`config.mk`:
```
export PLATFORM = sky130hd
export DESIGN_NAME = heichips25_nibble_mem_responder
export DESIGN_NICKNAME = d
export VERILOG_FILES = /design/src/rtl/heichips25_nibble_mem_responder.sv
export SDC_FILE = /design/constraint.sdc
export NUM_CORES = 1
export LEC_CHECK = 0
export CORE_MARGIN = 3
export CORE_UTILIZATION = 48
export CTS_CLUSTER_DIAMETER = 120
export DETAILED_ROUTE_END_ITERATION = 6
export MAX_ROUTING_LAYER = met4
export PLACE_DENSITY = 0.79
export SLEW_MARGIN = 25
export SYNTH_ARGS = -nofsm -noshare
export SYNTH_HDL_FRONTEND = slang
export SYNTH_SLANG_ARGS = --single-unit
```
`constraint.sdc`:
```
create_clock -name clk -period 2.66 [get_ports clk]
set_input_delay 0.532 -clock clk [delete_from_list [all_inputs] [get_ports clk]]
set_output_delay 0.532 -clock clk [all_outputs]
set_load 0.005 [all_outputs]
```
`src/rtl/heichips25_nibble_mem_responder.sv`:
```
// rtl/heichips25_nibble_mem_responder.sv - nibble-serialized memory bus responder to a sync-read SRAM port
// Optional HEICHIPS25_RSP_WRITE_ACK_EN: one response beat acknowledges each SRAM write.
module heichips25_nibble_mem_responder #(
    parameter int AddrWidth = 8
) (
    input  logic                 clk,
    input  logic                 rst_n,
    input  logic [AddrWidth-1:0] req_addr_i,
    input  logic                 req_write_i,
    input  logic                 req_strb_i,
    input  logic [3:0]           req_nibble_i,
    input  logic                 req_valid_i,
    output logic                 req_ready_o,
    output logic [3:0]           rsp_nibble_o,
    output logic                 rsp_last_o,
    output logic                 rsp_valid_o,
    input  logic                 rsp_ready_i,
    output logic                 mem_req_o,
    output logic                 mem_we_o,
    output logic [AddrWidth-1:0] mem_addr_o,
    output logic [3:0]           mem_be_o,
    output logic [31:0]          mem_wdata_o,
    input  logic [31:0]          mem_rdata_i
);

    typedef enum logic [2:0] {
        S_IDLE,
        S_WR_COLLECT,
        S_WR_ISSUE,
        S_RD_ISSUE,
        S_RD_CAPTURE,
`ifdef HEICHIPS25_RSP_WRITE_ACK_EN
        S_WR_ACK,
`endif
        S_RSP_SEND
    } state_e;

    state_e               state_q, state_d;
    logic [2:0]           cnt_q;
    logic [AddrWidth-1:0] addr_q;
    logic [31:0]          wdata_q;
    logic [7:0]           strb_q;
    logic [31:0]          shreg_q;

    assign mem_addr_o = addr_q;

    always_ff @(posedge clk) begin
        if (!rst_n) begin
            state_q <= S_IDLE;
        end else begin
            state_q <= state_d;
        end
    end

    always_comb begin
        state_d      = state_q;
        req_ready_o  = 1'b0;
        rsp_valid_o  = 1'b0;
        rsp_last_o   = 1'b0;
        rsp_nibble_o = 4'h0;
        mem_req_o    = 1'b0;
        mem_we_o     = 1'b0;
        mem_be_o     = 4'h0;
        mem_wdata_o  = 32'h0;
        case (state_q)
            S_IDLE: begin
                req_ready_o = 1'b1;
                if (req_valid_i) begin
                    state_d = req_write_i ? S_WR_COLLECT : S_RD_ISSUE;
                end
            end
            S_WR_COLLECT: begin
                req_ready_o = 1'b1;
                if (req_valid_i && cnt_q == 3'd7) begin
                    state_d = S_WR_ISSUE;
                end
            end
            S_WR_ISSUE: begin
                mem_req_o   = 1'b1;
                mem_we_o    = 1'b1;
                // a byte is enabled when either of its nibbles was strobed
                mem_be_o    = {strb_q[7] | strb_q[6], strb_q[5] | strb_q[4],
                               strb_q[3] | strb_q[2], strb_q[1] | strb_q[0]};
                mem_wdata_o = wdata_q;
`ifdef HEICHIPS25_RSP_WRITE_ACK_EN
                state_d     = S_WR_ACK;
`else
                state_d     = S_IDLE;
`endif
            end
            S_RD_ISSUE: begin
                mem_req_o = 1'b1;
                mem_be_o  = 4'hF;
                state_d   = S_RD_CAPTURE;
            end
            S_RD_CAPTURE: begin
                state_d = S_RSP_SEND;
            end
            S_RSP_SEND: begin
                rsp_valid_o  = 1'b1;
                rsp_nibble_o = shreg_q[3:0];
                rsp_last_o   = (cnt_q == 3'd7);
                if (rsp_ready_i && cnt_q == 3'd7) begin
                    state_d = S_IDLE;
                end
            end
`ifdef HEICHIPS25_RSP_WRITE_ACK_EN
            S_WR_ACK: begin
                rsp_valid_o = 1'b1;
                rsp_last_o  = 1'b1;
                if (rsp_ready_i) begin
                    state_d = S_IDLE;
                end
            end
`endif
            default: state_d = S_IDLE;
        endcase
    end

    always_ff @(posedge clk) begin
        if (!rst_n) begin
            cnt_q   <= 3'd0;
            addr_q  <= '0;
            wdata_q <= 32'h0;
            strb_q  <= 8'h0;
            shreg_q <= 32'h0;
        end else begin
            case (state_q)
                S_IDLE: begin
                    if (req_valid_i) begin
                        addr_q <= req_addr_i;
                        if (req_write_i) begin
                            wdata_q[3:0] <= req_nibble_i;
                            strb_q[0]    <= req_strb_i;
                            cnt_q        <= 3'd1;
                        end
                    end
                end
                S_WR_COLLECT: begin
                    // cnt wraps 7 -> 0 on the final beat
                    if (req_valid_i) begin
                        wdata_q[{cnt_q, 2'b00} +: 4] <= req_nibble_i;
                        strb_q[cnt_q]                <= req_strb_i;
                        cnt_q                        <= cnt_q + 3'd1;
                    end
                end
                S_RD_CAPTURE: begin
                    shreg_q <= mem_rdata_i;
                    cnt_q   <= 3'd0;
                end
                S_RSP_SEND: begin
                    if (rsp_ready_i) begin
                        shreg_q <= {4'h0, shreg_q[31:4]};
                        cnt_q   <= cnt_q + 3'd1;
                    end
                end
                default: ;
            endcase
        end
    end

endmodule
```
; ---- After elaboration in Yosys (flattened, before gate mapping)
; Cells that the tools add are included.
[word_totals]
regBits = 86
input_bits = 50
out_inout_bits = 53
[classes]
addsub = 2
n_lt_le_gt_ge = 2
n_eq_ne = 12
shifts = 2
muxes = 32
n_bitwise = 4
n_reduce_logical = 15
[ops]
columns = cell, n
row1 = two-way mux 32 bit, 2
row2 = case mux 32 bit (2 select lines), 1
row3 = bitwise mux 32 bit, 1
row4 = "variable shift 4 x 7 -> 32 bit, first input constant", 1
row5 = variable part select 4 x 7 -> 32 bit, 1
row6 = two-way mux 3 bit, 7
row7 = two-way mux 4 bit, 4
row8 = case mux 4 bit (2 select lines), 2
row9 = case mux 3 bit (5 select lines), 1
row10 = "inequality test 2 bit, second input constant", 6
row11 = case mux 3 bit (4 select lines), 1
row12 = "equality test 3 bit, second input constant", 3
row13 = two-way mux 1 bit, 9
row14 = bitwise mux 8 bit, 1
row15 = negation 5 -> 7 bit, 1
row16 = "equality test 3 x 2 -> 1 bit, second input constant", 2
row17 = AND reduction 2 bit, 3
row18 = AND reduction 5 bit, 1
row19 = "< comparator 3 x 4 -> 1 bit, second input constant", 1
row20 = bitwise OR 1 bit, 4
row21 = AND reduction 4 bit, 1
row22 = nonzero test 2 bit, 2
row23 = nonzero test 4 bit, 1
row24 = OR reduction 2 bit, 2
row25 = 9 further kinds, 11

; ---- Longest topological paths before layout
; Gate-level depths: netlist of the first run.
[logic_depth]
depth_word = 7
mapped_depth = 9
mapped_depth_nobuf = 7

; ---- Worst setup path before layout of the first run
; Ideal clock, no wire load.
[synth_timing]
kind = register to register
startpoint = register cnt_q[1]
endpoint = register wdata_q[10]
setup_ns = 0.126
arrival_time_ns = 1.945
required_time_ns = 2.534
path_slack_ns = 0.588
stages_incl_launch_ff = 10
path_buffers = 2
period_less_slack_ns = 2.072
cell_sequence = dfxtp_1 -> buf_2 -> inv_1 -> ha_1 -> ha_1 -> nor4bb_1 -> nand4_1 -> or2_2 -> clkbuf_1 -> mux2i_1
[synth_via]
elab_chain_len = 3
[synth_rtl]
columns = element, line_no
row1 = start: declaration, 39  ; logic [2:0] cnt_q;
row2 = start signal: assignment, 144  ; cnt_q <= cnt_q + 3'd1;
row3 = start signal: assignment, 154  ; cnt_q <= cnt_q + 3'd1;
row4 = negation 5 -> 7 bit *, 142  ; wdata_q[{cnt_q, 2'b00} +: 4] <= req_nibble_i;
row5 = variable part select 4 x 7 -> 32 bit / variable shift 4 x 7 -> 32 bit (equally long branches), 142
row6 = bitwise mux 32 bit *, 142
row7 = end signal: indexed assignment, 142
row8 = end: declaration, 41  ; logic [31:0] wdata_q;
; Mark *: on every way between the ends. The rest lies on a longest branch, timed or not.
; A chain may end at the register's enable or synchronous reset.

; ---- Worst setup path in the final report of the first run
[layout_timing]
startpoint = register state_q[2]
endpoint = output mem_wdata_o[31]
[layout_via]
elab_chain_len = 2
[layout_rtl]
columns = element, line_no
row1 = start: declaration, 38  ; state_e state_q, state_d;
row2 = start signal: assignment, 51  ; state_q <= state_d;
row3 = equality test 3 x 2 -> 1 bit, 65  ; case (state_q)
row4 = two-way mux 32 bit, 65
row5 = end: declaration, 22  ; output logic [31:0] mem_wdata_o,
; No other way between the ends.

==> impl_metrics.tcl, run 1 <==
set metrics [dict create \
    status "finished clean" \
    path_clk_slew_ns 0.08 \
    async_reset_ff_frac 0 \
    max_stage_delay_ns 0.51 \
    cts_buffer_depth 2 \
    hold_path.class "reg -> reg" \
    grt_setup_unrepaired "false" \
    post_cts.repair.setup_buffers 0 \
    fillers 625 \
    ios 103 \
    r2r_slack_ns 0.40 \
    path_max_fanout 33 \
    final_nets 604 \
    hold_ws_ns 0.4597 \
    p_per_area_nw_per_um2 514.4 \
    fp.dieW_um 95.84 \
    cts_tree "done" \
    h-tree-depth 3 \
    grt_pass1_wl_um 16080 \
    critPathBufInv 3 \
    finalPower_w 0.002693 \
    routed_wl_um 9863 \
    dieArea_um2 9184 \
    dp_hpwl_um 6936 \
    ys_ff_latch 86 \
    yosysMostFrequentCell "nand2_1" \
    grt_max_degree 57 \
    drt.antenna.violating_nets 0 \
    critical_path.top_delay_family "buffers and inverters" \
    initial_core_util 0.4987 \
    pre_cts_slack_ns 0.2279 \
    finalWorstPathRequiredPeriod_ns 2.553 \
    worst_pin_slew_ns 0.6156 \
    root_buffer "clkbuf_8" \
    drt_iter0_markers 147 \
    drv_slew 0 \
    critical_path_class "reg -> out" \
    numCtsBuffers 9 \
    skew_ns 0.01008 \
    wire_per_inst_um 15.01 \
    place_area_um2 5001 \
    crit_arrival_ns 2.02 \
    fmax_mhz 391.7 \
    cts_hold_buffers 0 \
    yosys_most_used_dff "dfxtp_1" \
    fin_area_um2 5235 \
    grt_pass1_vias 3427 \
    seq_area_um2 1722 \
    track_usage 0.2250 \
    synthTopCellsByCount "nand2_1, dfxtp_1, nor2_1" \
    drv_cap 0 \
    grt-ovfl-total 0 \
    clock_sinks 86 \
    drive_above_1_share 0.06486 \
    vias_per_cell 5.419 \
    clk_latency_ns 0.35 \
    ys_top_cells_by_area "dfxtp_1, nand2_1, mux2i_1" \
    synth_area_per_cell_um2 8.439 \
    seq_area_frac_synth 0.4444 \
    crit_path_top_delay_cell "clkdlybuf4s50_1" \
    endpoint_kind "primary output" \
    antenna_found_initial 0 \
    synth-edff-count 0 \
    fp-row-count 32 \
    postSynthNetCount 513 \
    finalSetupViolations 0 \
    io_buffers 102 \
    period_share 0.9597 \
    cp-start-kind "register" \
    finalHoldViolCount 0 \
    setup_tns_ns 0 \
    syn_inst 459 \
    core_um2 7767 \
    power_leakage_nw 1.997 \
    first_pass_iters 4 \
    die_h_um 95.84 \
    multi_input_area_um2 1981 \
    area_growth_pct 35.14 \
    antenna_cells 0 \
    synth_top_area_cell "dfxtp_1" \
    synth_cell_types 43 \
    max_slew_margin 0.5864 \
    crit_required_ns 2.13 \
    critical_path.cell_chain "inv_2 > nand2_1 > nor2_1 > buf_12 > and2_1 > clkdlybuf4s50_1" \
    setup_ws_ns 0.1072 \
    drc 0 \
    route.vias.total 3560 \
    yosysWarnings 0 \
    netlist_area_um2 3874 \
    gp_congestion 0.8983 \
    synth_top_area_share 0.4444 \
    ir_worst_vdd_v 0.0002913 \
]
[placed cells by master (no fill, tap or decap), types with 7 or more instances in the layout]
cell type and n:
a21oi_1 11, a311oi_1 28, and2_1 37, buf_4 8, clkbuf_8 11, clkdlybuf4s50_1 102, dfxtp_1 86, mux2i_1 34
nand2_1 98, nor2_1 58, nor3_1 7, o21ai_0 7
[final cells by class]
class / count / area share
Sequential cell: 86 / 0.3289
Clock inverter: 5 / 0.01554
Tap cell: 102 / 0.02438
Inverter: 8 / 0.005975
Clock buffer: 11 / 0.02892
Timing Repair Buffer: 113 / 0.2180
Multi-Input combinational cell: 332 / 0.3783
[final timing paths]
check                                    from              end  cells after the start
worst min-delay path            mem_addr_o[6]    mem_addr_o[6]                      2
worst min register to register  mem_addr_o[6]    mem_addr_o[6]                      2
worst max-delay path               state_q[2]  mem_wdata_o[31]                      6
worst max register to register       cnt_q[0]      wdata_q[25]                      7
[cells by family after synthesis]
kind of cell             synth area share
AND/OR/NAND/NOR                    0.2665
flip-flops                         0.4444
AO/OA/AOI/OAI                      0.1399
buffers and inverters             0.04554
multiplexers                      0.09076
adder cells (fa/ha/maj)           0.01292
[routing by layer]
metal	track usage	share of wire	up-vias
li1	-	-	1765
met1	0.3033	0.46	1693
met2	0.3480	0.47	92
met3	0.04457	0.054	10
met4	0.05687	0.0096	0
met5	-	0	-
[state kept, by name (all words and copies together), names as in the netlist]
| signal | count |
|---|---|
| shreg_q | 32 |
| wdata_q | 32 |
| mem_addr_o | 8 |
| strb_q | 8 |
| cnt_q | 3 |
| state_q | 3 |
[worst min-delay path, delay by kind of cell, from the launching register on]
kind               cells  cell delay (ns)
AOI/OAI and AO/OA      1             0.05
DFF                    1             0.32
and+or+nand+nor        1             0.05
[repair_timing]
item                       CTS  global route
cloned                       0             0
setup endpoints to repair    1            32
resized for setup            1             1
[stage by stage]
| step | std cells | util |
|---|---|---|
| after floorplan | 459 | - |
| after global placement | 641 | 0.6438 |
| after detailed placement | 641 | 0.6438 |
| after CTS | 657 | 0.6740 |
| after global routing | 657 | 0.6740 |
| final | 657 | 0.6740 |
[power by group]
group          switching [W]  internal, W
clock network       0.000467     0.000581
registers          0.0000231      0.00132
logic               0.000149     0.000155
(Power assumes the default switching activity.)
==> run 2: changes to the inputs <==
- MAX_ROUTING_LAYER: met4 -> not set
- REMOVE_ABC_BUFFERS: not set -> 1
==> run 2 against run 1 <==
Cell area up 0.65%; worst hold slack gained 0.0010 ns; first-iteration DRC count up 19%; highest routed layer unchanged; fmax is 1.6% higher; largest cell class unchanged; sequential cell count is the same; clock power down 9%; worst setup slack improved by 0.040 ns; count of clock-buffer cells in the layout grew 1; sequential share of layout area decreased by 0.16 points; global-route usage decreased by 1.9 points.
==> impl_metrics.tcl, run 2 (synthesis results as in run 1) <==
set metrics [dict create \
    dieArea_um2 9184 \
    cts_tree "done" \
    crit_path_start "state_q[1]" \
    core_um2 7767 \
    crit_required_ns 2.13 \
    finalPower_w 0.002600 \
    crit_arrival_ns 1.98 \
    hold_ws_ns 0.4607 \
    grt-ovfl-total 0 \
    status "finished clean" \
    ios 103 \
    grt_setup_unrepaired "false" \
    first_pass_iters 4 \
    routed_wl_um 9377 \
    track_usage 0.2063 \
    p_per_area_nw_per_um2 493.5 \
    route.vias.total 3510 \
    endpoint_kind "primary output" \
    final_cell_mix "clkdlybuf4s50_1, nand2_1, dfxtp_1, nor2_1, and2_1" \
    cp-start-kind "register" \
    critPathCapture "mem_wdata_o[21]" \
    numCtsBuffers 9 \
    grt_max_degree 57 \
    drv_slew 0 \
    fin_area_um2 5269 \
    min-delay-start "mem_addr_o[7]" \
    antenna_found_initial 0 \
    vias_per_cell 5.302 \
    grt_pass1_vias 3249 \
    r2r_cells 7 \
    finalHoldViolCount 0 \
    wire_per_inst_um 14.16 \
    ir_worst_vdd_v 0.0002749 \
    io_buffers 102 \
    drc 0 \
    r2r-end "wdata_q[24]" \
    cts_buffer_depth 2 \
    cts_hold_buffers 0 \
    r2r-start "cnt_q[1]" \
    path_max_fanout 17 \
    final_nets 609 \
    clk_latency_ns 0.36 \
    fp.dieW_um 95.84 \
    hold_path.class "reg -> reg" \
    path_clk_slew_ns 0.08 \
    period_share 0.9446 \
    drt_iter0_markers 175 \
    worst_pin_slew_ns 0.5607 \
    die_h_um 95.84 \
    final_common_cell "clkdlybuf4s50_1" \
    antenna_cells 0 \
    gp_congestion 0.8778 \
    initial_core_util 0.4987 \
    finalWorstPathRequiredPeriod_ns 2.513 \
    drive_above_1_share 0.07857 \
    skew_ns 0.01100 \
    grt_pass1_wl_um 15220 \
    place_area_um2 5001 \
    final_cells 662 \
    critical_path_class "reg -> out" \
    power_leakage_nw 2.009 \
    max_slew_margin 0.6233 \
    dp_hpwl_um 6439 \
    root_buffer "clkbuf_8" \
    drt.antenna.violating_nets 0 \
    finalSetupViolations 0 \
    clock_sinks 86 \
    place_inst 641 \
    r2r_slack_ns 0.51 \
    h-tree-depth 3 \
    drv_cap 0 \
    fp-row-count 32 \
    reg_top3 "shreg_q x32, wdata_q x32" \
    area_growth_pct 36.01 \
    fmax_mhz 398.0 \
]
run 2: changes by cell type in the layout (fill, tap and decap cells not counted), sizes merged:
cell      before  now
clkinv         3    2
clkbuf        11   12
clkinvlp       1    2
buf           11   16
bufinv         2    1
run 2: timing repair:
item | 4_1_cts | 5_1_grt
gates cloned | 0 | 1
gates resized for setup | 2 | 8
buffers inserted | 0 | 4
endpoints found under the setup margin | 32 | 37
hold endpoints to repair | 0 | 0
run 2: area by class of cell:
cell class	instances	area (um^2)
Inverter	8	33.78
Clock inverter	4	55.05
Tap cell	102	127.6
Sequential cell	86	1724
Clock buffer	12	155.1
Multi-Input combinational cell	332	1991
Fill cell	664	2499
Timing Repair Buffer	118	1182
run 2: how the worst min path moves through the flow:
stage	slack, ns	end	cells after the start
final	0.46	mem_addr_o[7]	2
after global routing	0.47	wdata_q[25]	2
after CTS	0.46	wdata_q[25]	2
after detailed placement	0.45	wdata_q[26]	2
after global placement	0.44	mem_addr_o[3]	2
after floorplan	0.43	wdata_q[16]	2
run 2: worst max-delay path, cell delays in order (launching register included):
cell and delay (ns):
dfxtp_1 0.46, nand2_2 0.17, nor2_4 0.15, buf_6 0.18
and2_1 0.14, clkdlybuf4s50_1 0.53
run 2: per-layer routing:
| layer | GRT usage | vias up | wire (um) |
|---|---|---|---|
| met5 | 0 | - | 0 |
| met4 | 0.06991 | 0 | 163 |
| met3 | 0.04926 | 15 | 585 |
| met2 | 0.3301 | 96 | 4388 |
| met1 | 0.2729 | 1618 | 4240 |
| li1 | - | 1781 | - |
run 2: power by group:
| part | total (W) | switching [W] | internal, W |
|---|---|---|---|
| Sequential | 0.00134 | 0.0000213 | 0.00132 |
| Combinational | 0.000309 | 0.000151 | 0.000158 |
| Clock | 0.000951 | 0.000462 | 0.000489 |
| Total | 0.00260 | 0.000634 | 0.00197 |
run 2: through the flow:
step                TNS (ns)  utilization  setup WS [ns]
floorplan             -38.00            -         -1.337
global route               0       0.6783        0.03297
CTS                        0       0.6717       0.002289
detailed placement         0       0.6438         0.2020
global placement           0       0.6438         0.1997
finish                     0       0.6783         0.1473
